===== config.mk =====
export PLATFORM = sky130hd
export DESIGN_NAME = ctrl_pipe_sequencer
export DESIGN_NICKNAME = d
export VERILOG_FILES = /design/src/rtl/ctrl_pipe_sequencer.sv
export SDC_FILE = /design/constraint.sdc
export NUM_CORES = 1
export LEC_CHECK = 0
export CORE_MARGIN = 1
export CORE_UTILIZATION = 39
export DETAILED_ROUTE_END_ITERATION = 10
export PLACE_DENSITY = 0.79
export SYNTH_ARGS = -nofsm -noshare
export SYNTH_HDL_FRONTEND = slang
export SYNTH_SLANG_ARGS = --single-unit
export TNS_END_PERCENT = 1

===== constraint.sdc =====
create_clock -name clk -period 1.7 [get_ports clk]
set_clock_uncertainty 0.15 [all_clocks]
set_input_delay 0.34 -clock clk [delete_from_list [all_inputs] [get_ports clk]]
set_output_delay 0.34 -clock clk [all_outputs]
set_load 0.02 [all_outputs]

===== src/rtl/ctrl_pipe_sequencer.sv =====
// ctrl_pipe_sequencer: 3-stage control pipeline with LM/SM micro-op expansion; expansion enabled by CTRL_PIPE_LMSM_EN
module ctrl_pipe_sequencer (
   input  logic        clk,
   input  logic        rst_n,
   input  logic        id_valid,
   input  logic [15:0] id_inst,
   input  logic [8:0]  id_ex,
   input  logic [2:0]  id_m,
   input  logic [2:0]  id_wb,
   input  logic        stall,
   input  logic        flush,
   output logic        id_ready,
   output logic        ex_valid,
   output logic [8:0]  ex_ex,
   output logic [2:0]  ex_m,
   output logic [2:0]  ex_wb,
   output logic [2:0]  ex_reg_idx,
   output logic        ex_last,
   output logic        mem_valid,
   output logic [2:0]  mem_m,
   output logic [2:0]  mem_wb,
   output logic        wb_valid,
   output logic [2:0]  wb_wb
);
   typedef enum logic {IDLE, MULTI} state_t;
   state_t      state_q, state_d;
   logic        ready_q, ready_d;
   logic [7:0]  rem_q, rem_d;
   logic        ex_valid_q, ex_valid_d;
   logic [8:0]  ex_ex_q, ex_ex_d;
   logic [2:0]  ex_m_q, ex_m_d;
   logic [2:0]  ex_wb_q, ex_wb_d;
   logic [2:0]  ex_idx_q, ex_idx_d;
   logic        ex_last_q, ex_last_d;
   logic        mem_valid_q, mem_valid_d;
   logic [2:0]  mem_m_q, mem_m_d;
   logic [2:0]  mem_wb_q, mem_wb_d;
   logic        wb_valid_q, wb_valid_d;
   logic [2:0]  wb_wb_q, wb_wb_d;
   logic        acc, is_lmsm, more;
   logic [7:0]  list, rest;
   logic [2:0]  lo;
   logic        unused_ok;
   assign unused_ok = ^id_inst[15:8];
   assign acc = id_valid & ready_q & ~stall & ~flush;
`ifdef CTRL_PIPE_LMSM_EN
   assign is_lmsm = (id_m == 3'b110) | (id_m == 3'b101);
`else
   assign is_lmsm = 1'b0;
`endif
   assign list = (state_q == MULTI) ? rem_q : id_inst[7:0];
   assign rest = list & (list - 8'd1);
   assign more = is_lmsm & (|rest);
   always_comb begin
      lo = 3'd0;
      for (int i = 7; i >= 0; i--)
         if (list[i]) lo = 3'(i);
   end
   always_comb begin
      state_d     = state_q;
      ready_d     = ready_q;
      rem_d       = rem_q;
      ex_valid_d  = ex_valid_q;
      ex_ex_d     = ex_ex_q;
      ex_m_d      = ex_m_q;
      ex_wb_d     = ex_wb_q;
      ex_idx_d    = ex_idx_q;
      ex_last_d   = ex_last_q;
      mem_valid_d = stall ? mem_valid_q : ex_valid_q;
      mem_m_d     = stall ? mem_m_q : ex_m_q;
      mem_wb_d    = stall ? mem_wb_q : ex_wb_q;
      wb_valid_d  = stall ? wb_valid_q : mem_valid_q;
      wb_wb_d     = stall ? wb_wb_q : mem_wb_q;
      if (flush || (!stall && state_q == IDLE && !acc)) begin
         ex_valid_d = 1'b0;
         ex_ex_d    = '0;
         ex_m_d     = '0;
         ex_wb_d    = '0;
         ex_idx_d   = '0;
         ex_last_d  = 1'b0;
         state_d    = IDLE;
         ready_d    = 1'b1;
         rem_d      = '0;
      end else if (!stall && state_q == MULTI) begin
         ex_idx_d  = lo;
         ex_last_d = ~|rest;
         rem_d     = rest;
         state_d   = (|rest) ? MULTI : IDLE;
         ready_d   = ~|rest;
      end else if (acc) begin
         ex_valid_d = ~is_lmsm | (|list);
         ex_ex_d    = ex_valid_d ? id_ex : '0;
         ex_m_d     = ex_valid_d ? id_m : '0;
         ex_wb_d    = ex_valid_d ? id_wb : '0;
         ex_idx_d   = is_lmsm ? lo : 3'd0;
         ex_last_d  = ex_valid_d & ~more;
         rem_d      = more ? rest : '0;
         state_d    = more ? MULTI : IDLE;
         ready_d    = ~more;
      end
   end
   always_ff @(posedge clk or negedge rst_n)
      if (!rst_n) begin
         state_q     <= IDLE;
         ready_q     <= 1'b1;
         rem_q       <= '0;
         ex_valid_q  <= 1'b0;
         ex_ex_q     <= '0;
         ex_m_q      <= '0;
         ex_wb_q     <= '0;
         ex_idx_q    <= '0;
         ex_last_q   <= 1'b0;
         mem_valid_q <= 1'b0;
         mem_m_q     <= '0;
         mem_wb_q    <= '0;
         wb_valid_q  <= 1'b0;
         wb_wb_q     <= '0;
      end else begin
         state_q     <= state_d;
         ready_q     <= ready_d;
         rem_q       <= rem_d;
         ex_valid_q  <= ex_valid_d;
         ex_ex_q     <= ex_ex_d;
         ex_m_q      <= ex_m_d;
         ex_wb_q     <= ex_wb_d;
         ex_idx_q    <= ex_idx_d;
         ex_last_q   <= ex_last_d;
         mem_valid_q <= mem_valid_d;
         mem_m_q     <= mem_m_d;
         mem_wb_q    <= mem_wb_d;
         wb_valid_q  <= wb_valid_d;
         wb_wb_q     <= wb_wb_d;
      end
   assign id_ready   = ready_q;
   assign ex_valid   = ex_valid_q;
   assign ex_ex      = ex_ex_q;
   assign ex_m       = ex_m_q;
   assign ex_wb      = ex_wb_q;
   assign ex_reg_idx = ex_idx_q;
   assign ex_last    = ex_last_q;
   assign mem_valid  = mem_valid_q;
   assign mem_m      = mem_m_q;
   assign mem_wb     = mem_wb_q;
   assign wb_valid   = wb_valid_q;
   assign wb_wb      = wb_wb_q;
endmodule


==> impl_metrics.env, run 1 <==
export IMPL_hold_end="ex_reg_idx[1]$_DFFE_PN0P_"
export IMPL_drt_iter0_markers=69
export IMPL_r2r_end="state_q$_DFFE_PN0P_"
export IMPL_ir_drop_mv=0.475
export IMPL_die_h_um=69.7
export IMPL_drc=0
export IMPL_cp_arrival_ps=1860
export IMPL_slew_viol_final=0
export IMPL_grt_max_degree=25
export IMPL_routed_wirelength_mm=4.42
export IMPL_worst_setup_path_start_kind="flip-flop"
export IMPL_timing_rr_start="state_q$_DFFE_PN0P_"
export IMPL_yosysWarnings=0
export IMPL_synth_cells=151
export IMPL_p_leak_nw=1.44
export IMPL_antennaDiodeCount=0
export IMPL_detailedPlace_worstSlack_ps=-445
export IMPL_drive_gt1_share_pct=31.1
export IMPL_synth_async_reset_ratio_pct=100
export IMPL_synth_flop_cell="dfrtp_1"
export IMPL_finalCriticalPeriod_ps=1840
export IMPL_wl_met3_um=316
export IMPL_most_common_layout_cells="38 x dfrtp_1, 33 x dlygate4sd2_1, 27 x buf_4"
export IMPL_gp_congestion=0.806
export IMPL_status="complete, but fails checks"
export IMPL_port_buffers=59
export IMPL_numCtsBuffers=5
export IMPL_slew_headroom_pct=73.7
export IMPL_setup_violations=6
export IMPL_finalSetupTns_ps=-416
export IMPL_final_nets=280
export IMPL_dr_wl_met2_mm=2.22
export IMPL_drv_cap=0
export IMPL_via_per_inst=5.32
export IMPL_coreArea_um2=4380
export IMPL_hpwl_mm=3.06
export IMPL_ys_ff_latch=40
export IMPL_critPathSlowestCell="dfrtp_2"
export IMPL_reg2regPathDepth=7
export IMPL_grt_pass1_vias=1616
export IMPL_highest_layer="met4"
export IMPL_synth_edf_count=0
export IMPL_rows=24
export IMPL_htree_num_levels=2
export IMPL_die_w_um=69.7
export IMPL_hold_class="reg2reg"
export IMPL_start_util_pct=40.8
export IMPL_final_area_um2=2850
export IMPL_rsz0062_at_grt="true"
export IMPL_clk_latency_ps=290
export IMPL_violations="negative setup slack"
export IMPL_firstDrtPassIters=4
export IMPL_pin_count=68
export IMPL_power_density_nw_per_um2=672
export IMPL_cts_tree="built"
export IMPL_track_usage_pct=19.2
export IMPL_hold_path_depth=2
export IMPL_path_cells="buf_6, buf_6, a211oi_2, a21oi_2, a21oi_2, nor3_2, o311a_1"
export IMPL_syn_area_per_cell_um2=11.8
export IMPL_placed_cells=286
export IMPL_synth_area_um2=1790
export IMPL_r2r_slack_ps=-140
export IMPL_placed_cell_area_um2=2680
export IMPL_syn_nets=187
export IMPL_grt_pass1_wl_mm=7.34
export IMPL_vias=1576
export IMPL_routedLengthMet1_mm=1.80
export IMPL_grt_overflow_total=0
export IMPL_path_max_fanout=7
export IMPL_worst_pin_slew_ps=394
export IMPL_design_die_area_um2=4860
export IMPL_max_freq_ghz=0.544
export IMPL_hold_viol=0
export IMPL_antenna_found_initial=0
export IMPL_ys_seq_area_share_pct=56.0
export IMPL_ant_nets=0
export IMPL_cts_clk_slew_worst_paths_ps=70
export IMPL_slowest_delay_ps=470
export IMPL_clock_path_buffers=2
export IMPL_areaGrowthSynthToFinish_pct=59.1
export IMPL_worst_slack_ps=-137
export IMPL_wire_per_inst_um=14.9
export IMPL_path_class="reg2reg"
export IMPL_hold_start="ex_reg_idx[1]$_DFFE_PN0P_"
export IMPL_ys_types=38
export IMPL_end_kind="flip-flop"
export IMPL_finalPower_w=0.00191
export IMPL_root_buffer="clkbuf_8"
export IMPL_final_common_cell="dfrtp_1"
export IMPL_instances_no_fill=296
export IMPL_post_route_period_util_pct=108
export IMPL_cts_num_sinks=40
export IMPL_required_ps=1730
## power by group
part	switching [W]	total [W]	internal [W]
logic	0.000157	0.000326	0.000169
clock network	0.000305	0.000584	0.000279
registers	0.0000185	0.00100	0.000983
## critical path, delay by kind of cell (launching register included)
family	cells	cell delay, ps
compound gates	4	780
simple gates	1	60
flops	1	470
buf+inv	2	270
## metal layers
layer,up-vias,global-route usage [%]
met5,-,0
met4,0,7.33
met3,9,5.52
met2,61,33.4
met1,760,22.3
li1,746,-
## logic make-up after synthesis
| logic type | synth area share (%) |
|---|---|
| AO/OA/AOI/OAI | 21.2 |
| flip-flops | 56.0 |
| AND/OR/NAND/NOR | 11.5 |
| multiplexers | 8.11 |
| buffers and inverters | 3.15 |
## per-stage QoR
step | hold WS [ps] | utilization (%)
6_report | 342 | 64.9
5_1_grt | 379 | 64.9
4_1_cts | 346 | 62.7
3_5_place_dp | 143 | 61.2
3_3_place_gp | 140 | 61.2
2_1_floorplan | -106 | -
## final cells by class
type	instances	area [um^2]
fillers	372	1540
flip-flops and latches	40	1000
repair buffers	94	876
multi-input cells	101	817
clock buffers	6	72.6
well taps	52	65.1
inverters	2	7.51
clock inverters	1	5.00
## synthesized netlist by cell type (2+ instances only)
cell,number,share of area (%)
o21ai_0,5,1.4
a22o_1,16,7.8
a211oi_1,2,0.84
inv_1,2,0.42
clkbuf_1,2,0.42
a21oi_1,13,3.6
nor3_1,4,1.1
buf_6,2,1.3
nand2b_1,2,0.70
a32oi_1,2,0.98
nor2_1,13,2.7
o32ai_1,2,0.98
mux2_2,12,7.6
o31ai_1,2,0.84
o21a_1,2,0.84
nor3b_1,2,0.84
buf_2,3,0.84
nand2_1,6,1.3
dfrtp_1,39,55
nand3_1,2,0.56
## flip-flops by register name (all words and copies together) (netlist names), 3 cells and up
signal / cells
wb_wb: 3
mem_wb: 3
ex_ex: 9
ex_reg_idx: 3
ex_wb: 3
ex_m: 3
rem_q: 7
mem_m: 3
## worst max path at each step
stage                        start                        end  cells past startpoint
5_1_grt        state_q$_DFFE_PN0P_        state_q$_DFFE_PN0P_                      7
2_1_floorplan  state_q$_DFFE_PN0P_        state_q$_DFFE_PN0P_                      6
4_1_cts        state_q$_DFFE_PN0P_  ex_reg_idx[0]$_DFFE_PN0P_                      6
3_5_place_dp            id_inst[6]        ex_last$_DFFE_PN0P_                      7
6_report       state_q$_DFFE_PN0P_        state_q$_DFFE_PN0P_                      7
3_3_place_gp            id_inst[6]        ex_last$_DFFE_PN0P_                      7
## what timing repair did
| item | in CTS | in global routing |
|---|---|---|
| buffers inserted | 0 | 3 |
| endpoints found under the setup margin | 40 | 8 |
| hold buffers | 1 | 0 |
| hold endpoints to repair | 16 | 0 |
| resized for setup | 40 | 19 |
| pin swaps | 2 | 9 |
No activity file was read; power rests on OpenSTA's default activity.
==> run 2, diff against run 1 <==
--- a/config.mk
+++ b/config.mk
@@ -5,10 +5,12 @@
 export SDC_FILE = /design/constraint.sdc
 export NUM_CORES = 1
 export LEC_CHECK = 0
+export CAP_MARGIN = 20
 export CORE_MARGIN = 1
-export CORE_UTILIZATION = 39
+export CORE_UTILIZATION = 50
 export DETAILED_ROUTE_END_ITERATION = 10
-export PLACE_DENSITY = 0.79
+export DONT_BUFFER_PORTS = 1
+export PLACE_DENSITY = 0.72
 export SYNTH_ARGS = -nofsm -noshare
 export SYNTH_HDL_FRONTEND = slang
 export SYNTH_SLANG_ARGS = --single-unit
==> impl_metrics.env, run 2 (same netlist as run 1, synthesis figures left out) <==
export IMPL_status="complete, but fails checks"
export IMPL_violations="negative setup slack"
export IMPL_timing_rr_start="state_q$_DFFE_PN0P_"
export IMPL_ir_drop_mv=0.588
export IMPL_rsz0062_at_grt="true"
export IMPL_cts_tree="built"
export IMPL_path_cells="buf_6, a211oi_1, a21oi_2, a21oi_2, nor3_1, o311a_1"
export IMPL_hold_start="stall"
export IMPL_path_class="reg2reg"
export IMPL_grt_max_degree=41
export IMPL_areaGrowthSynthToFinish_pct=29.7
export IMPL_die_h_um=61.8
export IMPL_drv_cap=0
export IMPL_instances_no_fill=236
export IMPL_largest_register_ff_count=9
export IMPL_rows=21
export IMPL_antenna_found_initial=0
export IMPL_worst_pin_slew_ps=502
export IMPL_pin_count=68
export IMPL_wire_per_inst_um=18.1
export IMPL_finalSetupTns_ps=-202
export IMPL_clock_path_buffers=2
export IMPL_met1_usage_pct=27.6
export IMPL_antennaDiodeCount=0
export IMPL_htree_num_levels=2
export IMPL_placed_cells=204
export IMPL_hold_class="in2reg"
export IMPL_gp_congestion=0.878
export IMPL_drt_iter0_markers=94
export IMPL_design_die_area_um2=3820
export IMPL_p_leak_nw=1.06
export IMPL_cts_num_sinks=40
export IMPL_die_w_um=61.8
export IMPL_worst_setup_path_start_kind="flip-flop"
export IMPL_post_route_period_util_pct=104
export IMPL_slew_viol_final=0
export IMPL_clk_latency_ps=330
export IMPL_slew_headroom_pct=66.5
export IMPL_r2r_slack_ps=-70
export IMPL_numCtsBuffers=5
export IMPL_slowest_delay_ps=490
export IMPL_r2r_end="state_q$_DFFE_PN0P_"
export IMPL_grt_busiest_layer="met2"
export IMPL_cp_startpoint="state_q$_DFFE_PN0P_"
export IMPL_use_met2_pct=46.2
export IMPL_hpwl_mm=2.74
export IMPL_cts_clk_slew_worst_paths_ps=110
export IMPL_power_density_nw_per_um2=724
export IMPL_drive_gt1_share_pct=30.0
export IMPL_finalPower_w=0.00168
export IMPL_hold_viol=0
export IMPL_coreArea_um2=3390
export IMPL_hold_path_depth=1
export IMPL_critPathSlowestCell="dfrtp_2"
export IMPL_root_buffer="clkbuf_4"
export IMPL_setup_violations=5
export IMPL_grt_pass1_vias=1445
export IMPL_max_freq_ghz=0.564
export IMPL_track_usage_pct=24.6
export IMPL_grt_pass1_wl_mm=6.56
export IMPL_grt_overflow_total=0
export IMPL_final_common_cell="dfrtp_1"
export IMPL_hold_end="state_q$_DFFE_PN0P_"
export IMPL_drc=0
export IMPL_most_common_layout_cells="38 x dfrtp_1, 22 x dlygate4sd3_1, 16 x a22o_1"
export IMPL_via_per_inst=5.84
export IMPL_required_ps=1780
export IMPL_port_buffers=0
export IMPL_grt_met3_usage_pct=5.80
export IMPL_cpMostUsedCell="a21oi_2"
export IMPL_end_kind="flip-flop"
export IMPL_routed_wirelength_mm=4.27
export IMPL_worst_slack_ps=-73.1
export IMPL_vias=1378
export IMPL_ant_nets=0
export IMPL_finalCriticalPeriod_ps=1770
export IMPL_cp_arrival_ps=1850
export IMPL_final_nets=225
export IMPL_firstDrtPassIters=4
export IMPL_path_max_fanout=7
export IMPL_reg2regPathDepth=6
export IMPL_start_util_pct=52.8
[run 2: layout make-up]
class | count | area, um^2
fill | 249 | 1070
clock buffer | 7 | 45.0
clock inverter | 1 | 8.76
sequential | 40 | 1000
multi-input combinational | 101 | 833
timing repair buffer | 39 | 364
inverter | 2 | 7.51
tap | 46 | 57.6
[run 2: per-layer routing]
metal	vias to the layer above	wire length [um]
li1	642	-
met5	-	0
met2	49	2390
met1	685	1680
met3	2	174
met4	0	24
[run 2: where the power goes]
| part | switching, W | internal [W] | leakage [nW] | total (W) |
|---|---|---|---|---|
| Combinational | 0.0000817 | 0.0000946 | 0.487 | 0.000176 |
| Clock | 0.000288 | 0.000166 | 0.0295 | 0.000454 |
| Sequential | 0.0000659 | 0.000982 | 0.544 | 0.00105 |
[run 2: metrics by stage]
| step | worst slack [ps] | area, um^2 | hold slack (ps) | util [%] |
|---|---|---|---|---|
| 2_1_floorplan | 52.0 | 1790 | -106 | - |
| 3_3_place_gp | -220 | 1910 | -105 | 56.4 |
| 3_5_place_dp | -305 | 1910 | -104 | 56.4 |
| 4_1_cts | -30.1 | 2280 | 9.57 | 67.3 |
| 5_1_grt | -143 | 2320 | 3.82 | 68.4 |
| 6_report | -73.1 | 2320 | 32.6 | 68.4 |
[run 2: worst max-delay path by stage]
| stage | depth (start not counted) | slack (ps) | to |
|---|---|---|---|
| final | 6 | -70 | state_q$_DFFE_PN0P_ |
| after global routing | 6 | -140 | state_q$_DFFE_PN0P_ |
| after CTS | 5 | -30 | state_q$_DFFE_PN0P_ |
| after detailed placement | 4 | -300 | ex_m[1]$_DFFE_PN0P_ |
| after global placement | 4 | -220 | ex_m[1]$_DFFE_PN0P_ |
| after floorplan | 6 | 50 | state_q$_DFFE_PN0P_ |
[run 2: what timing repair did]
item                       4_1_cts  5_1_grt
hold buffers                    23        0
hold endpoints to repair        70        0
setup buffers                    1        0
pin swaps                        6        1
resized for setup               15        8
setup endpoints to repair       21       24
[run 2: worst max-delay path: cells and delay by family, from the launching register on]
family                 cells  cell delay, ps
AOI/OAI and AO/OA          4             780
DFF                        1             490
buffers and inverters      1             160
and+or+nand+nor            1              80
